File: config.mk
export PLATFORM = sky130hd
export DESIGN_NAME = mux_n_1_seq
export DESIGN_NICKNAME = d
export VERILOG_FILES = /design/src/rtl/mux_n_1_seq.sv
export SDC_FILE = /design/constraint.sdc
export NUM_CORES = 1
export LEC_CHECK = 0
export ABC_AREA = 1
export CAP_MARGIN = 15
export CORE_ASPECT_RATIO = 0.9
export CORE_MARGIN = 10
export CORE_UTILIZATION = 49
export CTS_CLUSTER_SIZE = 40
export DETAILED_ROUTE_END_ITERATION = 16
export PLACE_DENSITY = 0.9
export SYNTH_ARGS = -nofsm -noshare
export SYNTH_HDL_FRONTEND = slang
export SYNTH_SLANG_ARGS = --single-unit
File: constraint.sdc
create_clock -name clk -period 2.5 [get_ports clk]
set_input_delay 0.25 -clock clk [delete_from_list [all_inputs] [get_ports clk]]
set_output_delay 0.25 -clock clk [all_outputs]
set_load 0.05 [all_outputs]
File: src/rtl/mux_n_1_seq.sv
// mux_n_1_seq -- N-channel, W-bit registered selector with a valid/ready
// output handshake and an auto-scan mode that streams channels 0..N-1.
//
// Optional feature macro: MUX_SEL_ERR_EN
//   defined   : an out-of-range direct select loads zero data on channel
//               DEF_CH and sets the sticky sel_err flag.
//   undefined : an out-of-range direct select falls back to channel DEF_CH;
//               sel_err is tied to 0.
//
// Ports:
//   clk, rst            rising-edge clock, asynchronous active-high reset
//   in_data   [N*W]     flattened channels, channel k at [k*W +: W]
//   mode                0 = direct select, 1 = auto-scan (used with start)
//   sel, sel_valid      direct-mode request
//   sel_ready           direct request can be accepted this cycle
//   start               single-cycle scan trigger
//   out_data, out_chan  registered data and its channel index
//   out_valid/out_ready output handshake
//   busy                scan in progress
//   done                one-cycle pulse after the last scan beat is accepted
//   sel_err             sticky out-of-range flag
module mux_n_1_seq #(
  parameter int N      = 12,
  parameter int W      = 5,
  parameter int DEF_CH = 9,
  parameter int SELW   = $clog2(N)
) (
  input  logic              clk,
  input  logic              rst,
  input  logic [N*W-1:0]    in_data,
  input  logic              mode,
  input  logic [SELW-1:0]   sel,
  input  logic              sel_valid,
  output logic              sel_ready,
  input  logic              start,
  output logic [W-1:0]      out_data,
  output logic [SELW-1:0]   out_chan,
  output logic              out_valid,
  input  logic              out_ready,
  output logic              busy,
  output logic              done,
  output logic              sel_err
);

  localparam int              IW      = SELW + 1;
  // Index is one bit wider than a channel number so it can reach N.
  localparam logic [IW-1:0]   N_IDX   = IW'(N);
  localparam logic [SELW-1:0] DEF_SEL = SELW'(DEF_CH);

  typedef enum logic {IDLE, SCAN} state_t;

  state_t          state;
  logic [IW-1:0]   idx;
  logic [W-1:0]    chans [N];

  logic            slot_free;
  logic            scan_go;
  logic            dir_load;
  logic            scan_load;
  logic            scan_end;
  logic            in_range;
  logic [SELW-1:0] load_ch;
  logic [W-1:0]    load_data;

  for (genvar k = 0; k < N; k++) begin : g_unpack
    assign chans[k] = in_data[k*W +: W];
  end

  // Stage p0: request decode and channel selection
  always_comb begin
    slot_free = !out_valid || out_ready;
    busy      = (state == SCAN);
    sel_ready = (state == IDLE) && slot_free;
    // A scan trigger wins over a simultaneous direct request.
    scan_go   = (state == IDLE) && start && mode;
    dir_load  = (state == IDLE) && !scan_go && sel_valid && slot_free;
    scan_load = (state == SCAN) && slot_free && (idx < N_IDX);
    // idx == N means channel N-1 is the beat currently held.
    scan_end  = (state == SCAN) && (idx == N_IDX) && out_valid && out_ready;
    in_range  = ({1'b0, sel} < N_IDX);
    load_ch   = DEF_SEL;
    load_data = '0;
    if (dir_load) begin
      load_ch   = in_range ? sel : DEF_SEL;
      load_data = chans[load_ch];
`ifdef MUX_SEL_ERR_EN
      if (!in_range) load_data = '0;
`endif
    end else if (scan_load) begin
      load_ch   = idx[SELW-1:0];
      load_data = chans[load_ch];
    end
  end

  // Stage p1: output register, scan index and state
  always_ff @(posedge clk or posedge rst) begin
    if (rst) begin
      state     <= IDLE;
      idx       <= '0;
      out_data  <= '0;
      out_chan  <= '0;
      out_valid <= 1'b0;
      done      <= 1'b0;
    end else begin
      done <= scan_end;
      if (scan_go) begin
        state <= SCAN;
        idx   <= '0;
      end else if (scan_end) begin
        state <= IDLE;
        idx   <= '0;
      end else if (scan_load) begin
        idx <= idx + 1'b1;
      end
      if (dir_load || scan_load) begin
        out_data  <= load_data;
        out_chan  <= load_ch;
        out_valid <= 1'b1;
      end else if (out_ready) begin
        out_valid <= 1'b0;
      end
    end
  end

`ifdef MUX_SEL_ERR_EN
  always_ff @(posedge clk or posedge rst) begin
    if (rst) begin
      sel_err <= 1'b0;
    end else if (dir_load && !in_range) begin
      sel_err <= 1'b1;
    end
  end
`else
  assign sel_err = 1'b0;
`endif

endmodule

-- Word-level counts from Yosys, hierarchy flattened
Index checks and enable logic that the tools add are counted.
Widths: inputs -> output; s select.
- register bits: 17
- output and inout bits: 14
- bits of input ports: 70
- eq/ne operators: 1
- bitwise operators: 3
- $lt $le $gt $ge: 4
- reduce and logical (&&, ||, !) cells: 18
- add/subtract/negate cells: 1
- muxes and demuxes: 18
- operators with widths (cell ; count):
    $mux 5 ; 9
    $bmux 5 s4 ; 2
    $mux 4 ; 3
    $logic_and 1x1->1 ; 11
    $ge 5x5->1 const B ; 2
    $not 4->5 ; 2
    $add 5x1->5 const B ; 1
    $eq 5x4->1 const B ; 1
    $lt 5x4->1 const B ; 1
    $lt 4x4->1 const B ; 1
    $mux 1 ; 4
    $reduce_bool 2->1 ; 2
    $reduce_bool 3->1 ; 1
    $logic_not 1->1 ; 2
    $logic_or 1x1->1 ; 2
    $not 1->1 ; 1

-- Longest topological paths before layout
Gate-level depths: netlist of the first run.
- depth after elaboration: 9
- gate-level depth with buffers: 11
- mapped depth without buffers: 9

-- Least setup slack after synthesis of the first run
Ideal clock, no wire load.
- path kind: reg2reg
- from: register out_valid
- to: register out_chan[1]
- library setup time: 0.140 ns
- slack: 0.265 ns
- clock period less this slack: 2.235 ns
- cell stages (with the launch flop): 9
- arrival time: 2.095 ns
- cells stage by stage: dfrtp_1 inv_1 nor2_1 nor2_1 nand3_1 nand2_1 inv_2 nand2_1 o221ai_1
- word-level cells in the longest chain between the ends: 6
- elaborated cells between the ends (all ways): 8
- RTL lines (item ; line ; source):
    from (decl) ; 38 ; output logic out_valid,
    from (signal assigned) ; 102 ; out_valid <= 1'b0;
    from (signal assigned) ; 118 ; out_valid <= 1'b1;
    from (signal assigned) ; 120 ; out_valid <= 1'b0;
    $logic_not 1->1 * ; 71 ; slot_free = !out_valid || out_ready;
    $logic_or 1x1->1 * ; 71 ;
    $logic_and 1x1->1 (2 in series) ; 77 ; scan_load = (state == SCAN) && slot_free && (idx < N_IDX);
    $mux 4 ; 89 ; end else if (scan_load) begin
    $mux 4 ; 83 ; if (dir_load) begin
    to (signal assigned) ; 117 ; out_chan <= load_ch;
    to (decl) ; 37 ; output logic [SELW-1:0] out_chan,
Mark *: on every way between the ends. The rest lies on a longest branch, timed or not.
A chain may end at the register's enable or synchronous reset.

-- Final worst setup path of the first run
- from: input out_ready
- to: output sel_ready
- word-level cells in the longest chain between the ends: 2
- RTL lines (item ; line ; source):
    from (decl) ; 39 ; input logic out_ready,
    $logic_or 1x1->1 ; 71 ;
    $logic_and 1x1->1 ; 73 ; sel_ready = (state == IDLE) && slot_free;
    to (decl) ; 34 ; output logic sel_ready,
No other way between the ends.

==> results of run 1 <==
==> report_power, final <==
group | internal [W] | switching [W]
clock network | 0.000113 | 0.0000920
registers | 0.000281 | 0.00000445
logic | 0.000168 | 0.000180
==> worst max-delay path, delay by kind of cell <==
kind	cells	cell delay, ns
and+or+nand+nor	2	0.18
buffers and inverters	2	1.30
==> registers in the layout (all words and copies together), names as in the netlist <==
signal / count
idx: 5
out_data: 5
out_chan: 4
busy: 1
done: 1
out_valid: 1
==> cells by family after synthesis <==
group | after synthesis | share of synthesized area, %
adders and majority gates | 2 | 1.13
other | 1 | 0.170
buffers and inverters | 99 | 19.5
AOI/OAI and AO/OA | 31 | 7.59
DFF | 17 | 19.3
and+or+nand+nor | 264 | 52.3
==> worst min path at each step <==
stage	from	end	slack [ns]	cells past startpoint
floorplan	rst	busy$_DFFE_PP0P_	0.18	1
finish	rst	out_data[2]$_DFFE_PP0P_	0.39	2
detailed placement	out_chan[0]$_DFFE_PP0P_	out_chan[0]$_DFFE_PP0P_	0.48	2
global route	rst	out_data[2]$_DFFE_PP0P_	0.48	2
CTS	rst	out_data[0]$_DFFE_PP0P_	0.43	2
global placement	out_chan[0]$_DFFE_PP0P_	out_chan[0]$_DFFE_PP0P_	0.47	2
==> per-stage QoR <==
stage                     utilization, %  hold WS (ns)
after floorplan                        -         0.176
after global placement              68.5         0.474
after CTS                           69.5         0.429
after detailed placement            68.5         0.482
after global routing                69.5         0.485
final                               69.5         0.394
==> area by class of cell <==
class	instances	area, sq um	share of cell area (%)
multi-input cells	298	1350	44.2
repair buffers	89	873	28.5
flip-flops and latches	17	425	13.9
inverters	76	288	9.40
well taps	62	77.6	2.53
clock buffers	4	45.0	1.47
==> cells in the final DEF (no fill, tap or decap) <==
| cell | synthesis | routed |
|---|---|---|
| clkbuf_8 | 0 | 3 |
| clkbuf_1 | 1 | 1 |
| buf_4 | 7 | 7 |
| a21oi_1 | 10 | 10 |
| nand2_1 | 134 | 134 |
| nor2_2 | 1 | 1 |
| nand4_1 | 2 | 2 |
| nand3_1 | 112 | 112 |
| inv_4 | 1 | 1 |
| a31oi_1 | 1 | 1 |
| nor2_1 | 12 | 12 |
| nand2_4 | 2 | 2 |
| inv_2 | 4 | 4 |
| conb_1 | 1 | 1 |
| inv_1 | 71 | 71 |
| o211ai_1 | 2 | 2 |
| o21ai_0 | 16 | 16 |
| nand2_2 | 1 | 1 |
| dfrtp_1 | 17 | 17 |
| clkdlybuf4s50_1 | 0 | 82 |
| o21a_1 | 1 | 1 |
| o221ai_1 | 1 | 1 |
| ha_1 | 2 | 2 |
==> metal layers <==
| layer | track usage (%) | up-vias | share of wire, % |
|---|---|---|---|
| li1 | - | 1438 | - |
| met1 | 26.1 | 1288 | 40 |
| met2 | 35.4 | 208 | 48 |
| met3 | 3.24 | 30 | 9.3 |
| met4 | 8.25 | 0 | 2.9 |
| met5 | 0 | - | 0 |
==> flow_summary_export.csv, run 1 <==
group,metric,value,unit
timing,worst_slack,0.513,ns
cts,cts.sinks,17,
grt,grt_max_degree,27,
layout,layout-drive-gt1-share,3.93,%
cts,cts.clk_slew.worst_paths,0.06,ns
worst_hold_path,min_path_type,"input port to asynchronous set/reset pin",
layout,final_cells,546,
timing,max_freq,0.503,GHz
timing,clock-skew-final,0.000635,ns
worst_setup_path,cp_max_fo,2,
routing,wire_per_inst,15.1,um
worst_setup_path,critPathLaunchType,"input port",
logic_synthesis,synth.distinct_cells,23,
placed_design,dp_hpwl,6120,um
layout,syn_to_final_growth,38.6,%
worst_setup_path,slowest_stage,"clkdlybuf4s50_1",
grt,grt_pass1_wl,13700,um
layout,final_nets,557,
logic_synthesis,yosysTopAreaCell,"nand3_1",
layout,antennaDiodeCount,0,
grt,antenna_found_initial,0,
run_status,status,"complete, no violations",
layout,fin_area,3060,sq um
logic_synthesis,netlist_top_cells_count,"nand2_1, nand3_1, inv_1, dfrtp_1, o21ai_0",
worst_setup_path,r2r_cells,6,
floorplanning,ios,84,
logic_synthesis,netlist.area_leader.share,25.4,%
cts,clock_latency,0.25,ns
worst_setup_path,r2r_start,"idx[0]$_DFFE_PP0P_",
timing,slew_headroom,56.7,%
pwr,p_total,0.000838,W
floorplanning,die_h,83.7,um
routing,ant_nets,0,
cts,clock-root-buffer,"clkbuf_8",
logic_synthesis,synth_flop_cell,"dfrtp_1",
logic_synthesis,yosysSeqAreaShare,19.3,%
cts,clk_path_buf_depth,2,
placed_design,dp_slack,0.515,ns
worst_setup_path,path_cells,"clkdlybuf4s50_1 > nor2_1 > nor2_1 > clkdlybuf4s50_1",
logic_synthesis,syn_avg_cell_area,5.34,sq um
logic_synthesis,syn_nets,486,
routing,vias,2964,
placed_design,io_buffers,82,
timing,finalSetupTns,0,ns
logic_synthesis,ys_warn_count,0,
timing,fin_crit_sh,79.5,%
job,drv_cap,0,
floorplanning,die_x,90.8,um
placed_design,post_dp_cell_area,3020,sq um
worst_setup_path,crit_path_max_incr_delay,0.82,ns
grt,grt_pass1_vias,2863,
timing,drv_slew,0,
floorplanning,coreArea,4400,sq um
floorplanning,num_rows,23,
routing,first_iter_violations,431,
cts,hold_buffers,0,
logic_synthesis,ys_seq_elements,17,
cts,numCtsBuffers,3,
grt,grt_remaining_overflow,0,
logic_synthesis,synthCells,414,
layout,fillers,405,
placed_design,place_congestion,0.909,
logic_synthesis,synth_area_leaders,"nand3_1, nand2_1, dfrtp_1",
timing,setup_viol,0,
worst_setup_path,required,2.25,ns
logic_synthesis,synth_edf_count,0,
cts,cts_setup_buffers,0,
routing,drc,0,
routing,vias_per_cell,5.43,
worst_setup_path,critPathCaptureType,"output port",
worst_setup_path,cp.arrival,1.74,ns
worst_setup_path,worstSetupPathType,"input port to output port",
logic_synthesis,ys_async_sr_fraction,100,%
worst_setup_path,critical_path.startpoint,"out_ready",
routing,routed_wl,8260,um
routing,drt_first_pass_iters,5,
timing,hold_violations,0,
timing,rsz0062_at_grt,"no",
cts,cts_tree,"yes",
logic_synthesis,syn_area,2210,sq um
worst_setup_path,crit-reg2reg-capture,"idx[2]$_DFFE_PP0P_",
floorplanning,start_util,50.2,%
pwr,power_per_cell_area,274,nW/um^2
timing,fin_crit,1.99,ns
pwr,p_leak,1.67,nW
floorplanning,die_area,7600,sq um
placed_design,dp.cells,542,
timing,worst_slew_pin_slew,0.649,ns
cts,htree_levels,1,
cts,ctsResizeCount,0,
worst_setup_path,crit_end,"sel_ready",
logic_synthesis,yosysMostFrequentCell,"nand2_1",
worst_setup_path,rrSetupSlack,0.60,ns
grt,grt_usage,21.0,%
pwr,peakVddDrop,0.330,mV
Note: power is estimated with default switching activity, not from simulation.
==> run 2, diff against run 1 <==
- CORE_UTILIZATION: 49 -> 45
- PLACE_DENSITY: 0.9 -> 0.84
- clock period: 2.5 -> 1.9 ns (I/O delays scaled with it)
==> flow_summary_export.csv, run 2 (synthesis gave the netlist of run 1 again) <==
group,metric,value,unit
cts,cts.clk_slew.worst_paths,0.06,ns
worst_setup_path,crit_path_max_incr_delay,0.85,ns
layout,syn_to_final_growth,40.9,%
worst_setup_path,critPathCaptureType,"output port",
placed_design,dp_hpwl,6420,um
cts,clock_latency,0.25,ns
routing,ant_nets,0,
layout,antennaDiodeCount,0,
timing,drv_slew,0,
layout,layout-drive-gt1-share,5.12,%
cts,clk_path_buf_depth,2,
layout,final_common_cell,"nand2_1",
cts,clock-root-buffer,"clkbuf_8",
grt,grt_max_degree,27,
layout,final_nets,561,
grt,antenna_found_initial,0,
worst_setup_path,worstSetupPathType,"register to output port",
worst_setup_path,path_depth,1,
floorplanning,coreArea,4800,sq um
layout,reg_top3,"idx (5), out_data (5), out_chan (4)",
worst_setup_path,critPathLaunchType,"register",
timing,fin_crit,1.70,ns
routing,routed_wl,8400,um
timing,setup_viol,0,
timing,holdWs,0.329,ns
floorplanning,die_x,93.9,um
pwr,p_total,0.00111,W
pwr,p_leak,1.70,nW
floorplanning,num_rows,24,
grt,grt_pass1_vias,2774,
grt,grt_pass1_wl,13800,um
worst_setup_path,crit_family,"buffers and inverters",
job,drv_cap,0,
routing,wire_per_inst,15.2,um
grt,grt_remaining_overflow,0,
grt,grt_usage,20.3,%
worst_setup_path,critPathBufInv,1,
worst_hold_path,min_path_type,"input port to asynchronous set/reset pin",
worst_setup_path,slowest_stage,"clkdlybuf4s50_1",
pwr,power_per_cell_area,356,nW/um^2
layout,final_cell_mix,"nand2_1, nand3_1, clkdlybuf4s50_1, inv_1, dfrtp_1",
routing,vias,2966,
routing,vias_per_cell,5.36,
cts,cts_setup_buffers,0,
cts,numCtsBuffers,3,
worst_setup_path,cp.arrival,1.51,ns
timing,rsz0062_at_grt,"no",
routing,drc,0,
placed_design,dp.cells,549,
pwr,peakVddDrop,0.399,mV
timing,finalSetupTns,0,ns
timing,fin_crit_sh,89.4,%
timing,max_freq,0.588,GHz
timing,worst_slew_pin_slew,0.668,ns
routing,drt_first_pass_iters,5,
floorplanning,ios,84,
timing,clock-skew-final,0.00196,ns
run_status,status,"complete, no violations",
worst_setup_path,cp_max_fo,3,
timing,slew_headroom,55.4,%
worst_setup_path,r2r_cells,6,
cts,htree_levels,1,
floorplanning,die_h,86.5,um
cts,hold_buffers,0,
floorplanning,start_util,46.0,%
placed_design,place_congestion,0.939,
floorplanning,die_area,8120,sq um
cts,cts.sinks,17,
worst_setup_path,required,1.71,ns
cts,cts_tree,"yes",
layout,final_cells,553,
placed_design,io_buffers,82,
cts,ctsResizeCount,0,
layout,final_util,64.8,%
worst_setup_path,path_cells,"clkdlybuf4s50_1",
routing,first_iter_violations,448,
timing,hold_violations,0,
## run 2: power by group
group,internal [W],switching [W],leakage (nW)
logic,0.000224,0.000238,1.47
clock network,0.000149,0.000121,0.0228
registers,0.000370,0.00000616,0.203
total,0.000743,0.000365,1.70
## run 2: layout make-up
cell class                      instances  area [sq um]
Tap cell                               65          81.3
Inverter                               76           288
Timing Repair Buffer                   93           913
Sequential cell                        17           425
Multi-Input combinational cell        298          1360
Fill cell                             487          1690
Clock buffer                            4          45.0
## run 2: metal layers
metal	part of all wire [%]	vias to the layer above	track usage (%)
met2	49	155	35.8
met1	42	1356	25.6
met4	0.55	0	2.34
met3	7.5	6	3.63
met5	0	-	0
li1	-	1449	-
## run 2: final timing paths
check | startpoint | endpoint | slack, ns
worst max-delay path | busy$_DFFE_PP0P_ | busy | 0.20
worst min-delay path | rst | out_data[2]$_DFFE_PP0P_ | 0.33
worst max register to register | idx[0]$_DFFE_PP0P_ | idx[2]$_DFFE_PP0P_ | 0.33
worst min register to register | out_chan[0]$_DFFE_PP0P_ | out_chan[0]$_DFFE_PP0P_ | 0.49
max in group asynchronous | rst | out_valid$_DFFE_PP0P_ | 1.14
min in group clk | out_chan[0]$_DFFE_PP0P_ | out_chan[0]$_DFFE_PP0P_ | 0.49
## run 2: stage by stage
stage | instance area, sq um | worst slack (ns)
floorplan | 2220 | 0.174
global placement | 3070 | 0.126
detailed placement | 3070 | 0.0787
CTS | 3110 | 0.190
global route | 3110 | 0.150
finish | 3110 | 0.201
==> run 3, diff against run 2 <==
- CORE_UTILIZATION: 45 -> 41
- PLACE_DENSITY: 0.84 -> 0.8
- clock period: 1.9 -> 1.5 ns (I/O delays scaled with it)
==> flow_summary_export.csv, run 3 (synthesis gave the netlist of run 1 again) <==
group,metric,value,unit
cts,numCtsBuffers,3,
placed_design,dp_hpwl,6690,um
layout,layout-drive-gt1-share,12.3,%
routing,maxUsedRoutingLayer,"met4",
timing,fin_crit_sh,91.5,%
layout,antennaDiodeCount,0,
cts,clock-root-buffer,"clkbuf_8",
routing,met3_wirelength,621,um
routing,met1Wirelength,3520,um
cts,clock_latency,0.26,ns
worst_setup_path,critPathBufInv,2,
floorplanning,die_area,8730,sq um
floorplanning,die_h,89.6,um
timing,setup_viol,0,
timing,fin_crit,1.37,ns
routing,routed_wl,8420,um
layout,final_common_cell,"nand2_1",
worst_setup_path,r2r_cells,8,
grt,grt_pass1_vias,2959,
worst_setup_path,path_depth,8,
timing,hold_violations,0,
pwr,p_sw,0.000485,W
timing,drv_slew,0,
pwr,power_per_cell_area,439,nW/um^2
placed_design,io_buffers,82,
worst_setup_path,cp.arrival,1.53,ns
worst_setup_path,crit_end,"out_data[0]$_DFFE_PP0P_",
layout,fillers,488,
grt,antenna_found_initial,0,
layout,syn_to_final_growth,48.5,%
worst_setup_path,crit_family,"flip-flops",
pwr,p_total,0.00144,W
floorplanning,coreArea,5220,sq um
pwr,p_leak,1.82,nW
routing,vias_per_cell,5.26,
run_status,status,"complete, no violations",
worst_setup_path,r2r_start,"idx[0]$_DFFE_PP0P_",
layout,reg_top3,"idx (5), out_data (5), out_chan (4)",
cts,cts.clk_slew.worst_paths,0.08,ns
grt,grt_usage,18.9,%
layout,final_cell_mix,"nand2_1, nand3_1, inv_1, clkdlybuf4s50_1, buf_4",
job,drv_cap,0,
pwr,peakVddDrop,0.483,mV
worst_setup_path,crit-reg2reg-capture,"out_data[0]$_DFFE_PP0P_",
worst_hold_path,min_path_type,"input port to asynchronous set/reset pin",
routing,ant_nets,0,
worst_setup_path,required,1.65,ns
grt,grt_pass1_wl,14100,um
pwr,combPwrFrac,41.7,%
worst_setup_path,slowest_stage,"dfrtp_2",
routing,vias,3003,
layout,final_nets,577,
pwr,p_sw_share,33.7,%
cts,htree_levels,1,
floorplanning,start_util,42.3,%
worst_setup_path,critPathLaunchType,"register",
routing,drt_first_pass_iters,6,
grt,grt_max_degree,31,
pwr,clockPowerShare,25.2,%
pwr,power_frac_seq,33.1,%
placed_design,place_congestion,0.936,
cts,cts_tree,"yes",
worst_setup_path,critPathCaptureType,"register",
floorplanning,num_rows,25,
timing,clock-skew-final,0.00741,ns
routing,wire_per_inst,14.7,um
routing,first_iter_violations,353,
routing,drc,0,
cts,clk_path_buf_depth,2,
worst_setup_path,path_cells,"inv_2 > buf_4 > o21ai_0 > nor2_1 > o21ai_0 > nand2_1 > nand2_1 > nand3_1",
floorplanning,ios,84,
worst_setup_path,worstSetupPathType,"register to register",
floorplanning,die_x,97.4,um
worst_setup_path,crit_path_max_incr_delay,0.41,ns
cts,cts.sinks,17,
worst_setup_path,rrSetupSlack,0.13,ns
worst_setup_path,critical_path.startpoint,"idx[0]$_DFFE_PP0P_",
pwr,p_int,0.000955,W
worst_setup_path,cp_max_fo,12,
routing,wl_met2,4180,um
timing,max_freq,0.729,GHz
grt,grt_remaining_overflow,0,
layout,final_util,62.8,%
-- run 3: changes by cell type in the layout (fill, tap and decap cells not counted), sizes merged --
cell,previous run,this run
buf,12,40
clkbuf,4,3
clkdlybuf4s50,81,69
clkinv,0,1
-- run 3: power by group through the flow --
stage                     clock, W  combinational [W]  sequential [W]
after floorplan                  0           0.000271        0.000521
after global placement           0           0.000589        0.000485
after detailed placement         0           0.000595        0.000485
after CTS                 0.000357           0.000598        0.000477
after global routing      0.000385           0.000662        0.000478
final                     0.000363           0.000601        0.000477
-- run 3: tightest hold or removal path, stage by stage --
cell and delay, ns:
clkdlybuf4s50_1 0.39, inv_1 0.05, buf_4 0.25
-- run 3: how the worst min path moves through the flow --
stage,start,to,slack (ns)
floorplan,rst,done$_DFF_PP0_,0.08
global placement,out_chan[0]$_DFFE_PP0P_,out_chan[0]$_DFFE_PP0P_,0.47
detailed placement,out_chan[0]$_DFFE_PP0P_,out_chan[0]$_DFFE_PP0P_,0.48
CTS,rst,out_chan[0]$_DFFE_PP0P_,0.22
global route,rst,out_chan[0]$_DFFE_PP0P_,0.23
finish,rst,out_chan[0]$_DFFE_PP0P_,0.20
-- run 3: cell type report --
cell class,instances,area [sq um],share of cell area [%]
Clock buffer,3,41.3,1.26
Timing Repair Buffer,109,1050,32.1
Sequential cell,17,429,13.1
Inverter,76,293,8.92
Clock inverter,1,5.00,0.153
Multi-Input combinational cell,298,1380,41.9
Tap cell,67,83.8,2.56
-- run 3: metrics by stage --
stage                     setup slack, ns  instance area [sq um]  setup TNS, ns  instances  hold WS, ns
final                               0.128                   3280              0        571        0.197
after detailed placement           -0.132                   3220         -0.813        566        0.476
after global routing            -0.000295                   3280      -0.000295        571        0.231
after floorplan                   -0.0782                   2230         -0.359        414       0.0759
after CTS                          0.0615                   3260              0        570        0.217
after global placement             -0.115                   3220         -0.644        566        0.474
-- run 3: timing repair --
item	4_1_cts	5_1_grt
hold buffers	0	0
resized for setup	0	3
buffers inserted	0	1
endpoints found under the setup margin	0	4
hold endpoints to repair	0	0
-- run 3: per-layer routing --
metal,vias to the layer above,GRT usage (%)
li1,1479,-
met1,1341,23.6
met2,171,34.8
met3,12,2.37
met4,0,3.03
met5,-,0
